==> src/rtl/key_event_queue_pkg.sv <==
// Shared event-byte layout and key/polarity source encoding for the key event queue.
package key_event_queue_pkg;

    localparam int EV_POL_BIT = 7;
    localparam int EV_KEY_LSB = 0;
    localparam int EV_KEY_W   = 3;
    localparam int EV_W       = 8;
    localparam int SRC_W      = EV_KEY_W + 1;

    typedef enum logic {
        POL_FALL = 1'b0,
        POL_RISE = 1'b1
    } pol_e;

    // Source index s = 2*key + pol, so the LSB is the polarity.
    function automatic logic [SRC_W-1:0] src_index(input logic [EV_KEY_W-1:0] key, input pol_e pol);
        return {key, pol};
    endfunction

    function automatic logic [EV_W-1:0] make_event(input logic [SRC_W-1:0] src);
        logic [EV_W-1:0] ev;
        ev = '0;
        ev[EV_POL_BIT] = src[0];
        ev[EV_KEY_LSB +: EV_KEY_W] = src[SRC_W-1:1];
        return ev;
    endfunction

endpackage

==> src/rtl/key_event_queue_sync_fifo.sv <==
// First-word fall-through FIFO with occupancy count; head reads as zero when empty.
module sync_fifo #(
    parameter int DEPTH = 4,
    parameter int WIDTH = 8
) (
    input  logic                     clk,
    input  logic                     rst_n,
    input  logic                     push_i,
    input  logic [WIDTH-1:0]         wr_data_i,
    input  logic                     pop_i,
    output logic [WIDTH-1:0]         rd_data_o,
    output logic                     empty_o,
    output logic                     full_o,
    output logic [$clog2(DEPTH):0]   count_o
);

    localparam int AW = $clog2(DEPTH);
    localparam int CW = AW + 1;

    logic [WIDTH-1:0] mem_q [DEPTH];
    logic [AW-1:0]    wr_ptr_q, wr_ptr_d;
    logic [AW-1:0]    rd_ptr_q, rd_ptr_d;
    logic [CW-1:0]    count_q, count_d;
    logic             do_push, do_pop;

    assign empty_o   = (count_q == '0);
    assign full_o    = (count_q == CW'(DEPTH));
    assign count_o   = count_q;
    assign rd_data_o = empty_o ? '0 : mem_q[rd_ptr_q];

    // DEPTH is a power of two, so pointers wrap by natural overflow.
    always_comb begin
        do_push  = push_i && !full_o;
        do_pop   = pop_i && !empty_o;
        wr_ptr_d = wr_ptr_q;
        rd_ptr_d = rd_ptr_q;
        count_d  = count_q;
        if (do_push) wr_ptr_d = wr_ptr_q + AW'(1);
        if (do_pop)  rd_ptr_d = rd_ptr_q + AW'(1);
        case ({do_push, do_pop})
            2'b10:   count_d = count_q + CW'(1);
            2'b01:   count_d = count_q - CW'(1);
            default: count_d = count_q;
        endcase
    end

    always_ff @(posedge clk or negedge rst_n) begin
        if (!rst_n) begin
            wr_ptr_q <= '0;
            rd_ptr_q <= '0;
            count_q  <= '0;
        end else begin
            wr_ptr_q <= wr_ptr_d;
            rd_ptr_q <= rd_ptr_d;
            count_q  <= count_d;
        end
    end

    always_ff @(posedge clk) begin
        if (do_push) mem_q[wr_ptr_q] <= wr_data_i;
    end

endmodule

==> src/rtl/key_event_queue.sv <==
// Collects debounced key edge pulses into pending bits and feeds them round-robin into an event FIFO.
module key_event_queue
    import key_event_queue_pkg::*;
#(
    parameter int NKEYS = 8,
    parameter int DEPTH = 4
) (
    input  logic                     clk,
    input  logic                     rst_n,
    input  logic [NKEYS-1:0]         key_rise,
    input  logic [NKEYS-1:0]         key_fall,
    input  logic                     rd_en,
    output logic [EV_W-1:0]          rd_data,
    output logic                     empty,
    output logic                     full,
    output logic [$clog2(DEPTH):0]   count,
    output logic                     overflow,
    input  logic                     clr_ovf
);

    localparam int NSRC = 2 * NKEYS;
    localparam int SW1  = SRC_W + 1;

    logic [NSRC-1:0]  pending_q, pending_d;
    logic [NSRC-1:0]  set_vec, grant_vec;
    logic [SRC_W-1:0] rr_ptr_q, rr_ptr_d;
    logic             overflow_q, overflow_d;
    logic             grant_valid;
    logic [SRC_W-1:0] grant_src;
    logic [SRC_W-1:0] cand;
    logic [SW1-1:0]   sum;
    logic             lost;
    logic             fifo_full;

    // Grant only when the FIFO had room at cycle start; a same-cycle pop does not open a slot.
    always_comb begin
        set_vec     = '0;
        grant_valid = 1'b0;
        grant_src   = '0;
        grant_vec   = '0;
        cand        = '0;
        sum         = '0;
        for (int k = 0; k < NKEYS; k++) begin
            set_vec[src_index(EV_KEY_W'(k), POL_RISE)] = key_rise[k];
            set_vec[src_index(EV_KEY_W'(k), POL_FALL)] = key_fall[k];
        end
        if (!fifo_full) begin
            for (int i = 0; i < NSRC; i++) begin
                sum = {1'b0, rr_ptr_q} + SW1'(i);
                if (sum >= SW1'(NSRC)) sum = sum - SW1'(NSRC);
                cand = sum[SRC_W-1:0];
                if (!grant_valid && pending_q[cand]) begin
                    grant_valid = 1'b1;
                    grant_src   = cand;
                end
            end
        end
        if (grant_valid) grant_vec[grant_src] = 1'b1;

        // A pulse on the source being granted this cycle is a fresh event, not a loss.
        lost       = |(set_vec & pending_q & ~grant_vec);
        pending_d  = (pending_q & ~grant_vec) | set_vec;
        overflow_d = lost | (overflow_q & ~clr_ovf);
        rr_ptr_d   = rr_ptr_q;
        if (grant_valid) begin
            rr_ptr_d = (grant_src == SRC_W'(NSRC - 1)) ? '0 : grant_src + SRC_W'(1);
        end
    end

    always_ff @(posedge clk or negedge rst_n) begin
        if (!rst_n) begin
            pending_q  <= '0;
            rr_ptr_q   <= '0;
            overflow_q <= 1'b0;
        end else begin
            pending_q  <= pending_d;
            rr_ptr_q   <= rr_ptr_d;
            overflow_q <= overflow_d;
        end
    end

    sync_fifo #(
        .DEPTH (DEPTH),
        .WIDTH (EV_W)
    ) u_fifo (
        .clk       (clk),
        .rst_n     (rst_n),
        .push_i    (grant_valid),
        .wr_data_i (make_event(grant_src)),
        .pop_i     (rd_en),
        .rd_data_o (rd_data),
        .empty_o   (empty),
        .full_o    (fifo_full),
        .count_o   (count)
    );

    assign full     = fifo_full;
    assign overflow = overflow_q;

endmodule

==> config.mk <==
export PLATFORM = sky130hd
export DESIGN_NAME = key_event_queue
export DESIGN_NICKNAME = d
export VERILOG_FILES = /design/src/rtl/key_event_queue_pkg.sv /design/src/rtl/key_event_queue_sync_fifo.sv /design/src/rtl/key_event_queue.sv
export SDC_FILE = /design/constraint.sdc
export NUM_CORES = 1
export LEC_CHECK = 0
export BUFFER_PORTS_ARGS = -buffer_cell sky130_fd_sc_hd__buf_2
export CAP_MARGIN = 5
export CORE_MARGIN = 1
export CORE_UTILIZATION = 62
export CTS_CLUSTER_DIAMETER = 50
export CTS_CLUSTER_SIZE = 8
export DETAILED_ROUTE_END_ITERATION = 10
export GPL_TIMING_DRIVEN = 0
export PLACE_DENSITY_LB_ADDON = 0.1
export SLEW_MARGIN = 30
export SYNTH_ARGS = -nofsm -noshare
export SYNTH_HDL_FRONTEND = slang
export SYNTH_SLANG_ARGS = --single-unit
==> constraint.sdc <==
create_clock -name clk -period 9.3 [get_ports clk]
set_input_delay 0.93 -clock clk [delete_from_list [all_inputs] [get_ports clk]]
set_output_delay 0.93 -clock clk [all_outputs]
set_load 0.03 [all_outputs]
==> reports/metrics.cfg <==
[sta]
setup_violations=0
hold_violations=0
fin_tns_setup_ps=0
worst_slew_pin_slew_ps=826
period_minus_slack_ps=6580
min_period_over_period=0.708
slew_headroom=0.434
drv_slew=0
rsz0062_at_grt=false
fmax_mhz=152
clock_skew_ps=7.21

[setup_path]
crit_fanout=10
cp-end-kind=register
timing.critical_path.buf_inv=4
critPathArrivalTime_ps=6750
critPathTopFamily=buffers and inverters
slowest_stage=mux4_2
required_ps=9470
crit_chain=clkbuf_1 > clkinv_1 > ha_1 > buf_2 > mux4_2 > mux2i_1 > mux2i_1 > nand2b_1 > or3_1 > o221ai_1 > nand3_1 > inv_1 > ha_1 > o211ai_1 > a21oi_1 > and3_1 > o22a_1 > o221ai_1 > a211oi_1 > nand4_1
start_kind=register
cp_slowest_stage_delay_ps=550
path_class=register to register

[status]
outcome=complete, no violations

[die]
start_util=0.653
core-area_um2=7410
io_pins=34
die_y_um=90.4
num_rows=31
die-width_um=90.4
dieArea_um2=8160

[yosys]
yosys.cell_count.top_type=nand2_1
synth_edf_count=16
yosys.area_share.simple=0.175
netlist_area_um2=4840
syn_avg_cell_area_um2=9.86
synth.distinct_cells=84
ys_top_cells_by_count=nand2_1, nor2_1, mux4_2, dfrtp_1, o21ai_0
ys.warnings.count=0
synthAdderAreaFrac=0.0455
synthMuxAreaShare=0.270
syn_inst=491
yosysTopAreaCell=mux4_2
synth_compound_area_frac=0.171
synth_top_family_by_area=multiplexers
synth_seq_area_share=0.244
synth-seq-cells=44
synth.area.top_cells=mux4_2, dfrtp_1, edfxtp_1
async_reset_ff_frac=0.636
synth_xor_xnor_area_share=0.0380
synth_top_area_frac=0.149
synth-main-ff-cell=dfrtp_1

[cts]
clock-sinks=44
path_clk_slew_ps=80
cts_resized=0
cts_tree=done
cts_hold_buf=0
h-tree-depth=2
cts_made_buffers=5
cts_root_buffer=clkbuf_8
clk_latency_ps=300
cts.path.max_buffers=2
cts_setup_buffers=0

[finish]
drive_above_1_share=0.234
area_growth_pct=7.91
antennaDiodeCount=0
fillers=579
nets=567

[min_path]
hp-class=register to register

[flow_run]
maxCapViolCount=0

[detailed_routing]
dr_wl_met2_mm=6.53
ant_nets=0
drt-met1-wl_mm=5.23
num_vias=4362
viasPerCell=6.92
remaining_drc_errors=0
drt-wirelength-per-cell_um=21.7
drt_wl_total_mm=13.7
wl_met3_mm=1.21
top_layer=met4
drt_iter0_markers=495
drt_pass1_iterations=5

[grt]
grt_max_degree=29
grt_pass1_wl_mm=22.2
grtUsageTotal=0.349
grt_antenna_before_repair=0
overflow=0
grt_pass1_vias=4229

[placement]
post-dp-hpwl_mm=10.6
port_buffers=29
gp_congestion=0.952

## logic make-up (layout without fill, tap and decap cells)
| family | Yosys count | count (layout) |
|---|---|---|
| buffers and inverters | 51 | 88 |
| AND/OR/NAND/NOR | 164 | 164 |
| flip-flops | 44 | 44 |
| other | 1 | 4 |
| adder cells (fa/ha/maj) | 17 | 17 |
| multiplexers | 78 | 78 |
| AO/OA/AOI/OAI | 115 | 115 |
| XOR/XNOR | 21 | 21 |
## cells in the final DEF (no fill, tap or decap), types with 4 or more instances in the layout
cell type,netlist,routed
nand2_1,46,46
buf_2,7,36
a21oi_1,19,19
clkbuf_8,0,5
nor4_1,4,4
o211a_1,4,4
o211ai_1,5,5
ha_1,16,16
clkbuf_1,12,12
buf_4,5,5
nor3b_1,4,4
xnor2_1,14,13
o21ai_0,23,23
a31oi_1,5,5
mux2_2,15,15
a21o_1,7,7
mux2_1,4,4
a211oi_1,5,5
mux2i_1,20,20
inv_1,15,15
nor2b_1,8,8
a2bb2oi_1,4,4
and2_1,8,8
nor2_1,39,39
nand3_1,10,10
dfrtp_1,28,28
conb_1,1,4
edfxtp_1,16,16
mux4_1,4,4
nand2b_1,13,13
mux4_2,32,32
nor3_1,4,4
xor2_1,7,6
a22oi_1,5,5
## final timing paths
kind,startpoint,to,slack [ps],cells past startpoint
setup reg to reg,rr_ptr_q[2]$_DFFE_PN0P_,overflow$_DFF_PN0_,2720,20
setup / recovery,rr_ptr_q[2]$_DFFE_PN0P_,overflow$_DFF_PN0_,2720,20
max in group asynchronous,rst_n,rr_ptr_q[0]$_DFFE_PN0P_,8230,1
min in group asynchronous,rst_n,pending_q[12]$_DFF_PN0_,640,1
hold reg to reg,u_fifo.count_o[2]$_DFFE_PN0P_,u_fifo.count_o[2]$_DFFE_PN0P_,520,1
hold / removal,u_fifo.count_o[2]$_DFFE_PN0P_,u_fifo.count_o[2]$_DFFE_PN0P_,520,1
## layer usage
metal,vias up,track usage
met3,56,0.0429
met4,0,0.184
met1,2092,0.454
met2,269,0.572
met5,-,0
li1,1945,-
## area by class of cell
| cell class | count | area, µm² | share of cell area |
|---|---|---|---|
| flip-flops and latches | 44 | 1180 | 0.226 |
| multi-input cells | 399 | 3420 | 0.654 |
| clock buffers | 5 | 68.8 | 0.0132 |
| clock inverters | 3 | 18.8 | 0.00359 |
| repair buffers | 29 | 145 | 0.0278 |
| well taps | 99 | 124 | 0.0237 |
| inverters | 20 | 75.1 | 0.0144 |
| plain buffers | 31 | 194 | 0.0371 |
## registers in the layout, indices dropped and copies added (netlist names)
| register | cells |
|---|---|
| overflow | 1 |
| pending_q | 16 |
| rr_ptr_q | 4 |
| u_fifo.count_o | 3 |
| u_fifo.mem_q | 16 |
| u_fifo.rd_ptr_q | 2 |
| u_fifo.wr_ptr_q | 2 |
## per-stage QoR
stage / utilization / setup WS [ps] / instances / hold slack [ps] / area [µm²]
2_1_floorplan: - / 4250 / 494 / 527 / 4850
3_3_place_gp: 0.691 / 3030 / 622 / 498 / 5120
3_5_place_dp: 0.691 / 2980 / 622 / 511 / 5120
4_1_cts: 0.703 / 2950 / 630 / 527 / 5210
5_1_grt: 0.705 / 2440 / 630 / 557 / 5220
6_report: 0.705 / 2720 / 630 / 523 / 5220
Power is left out: the tool's default activity adds up to more than one toggle a clock period on the data nets, which glitch-free logic cannot reach.
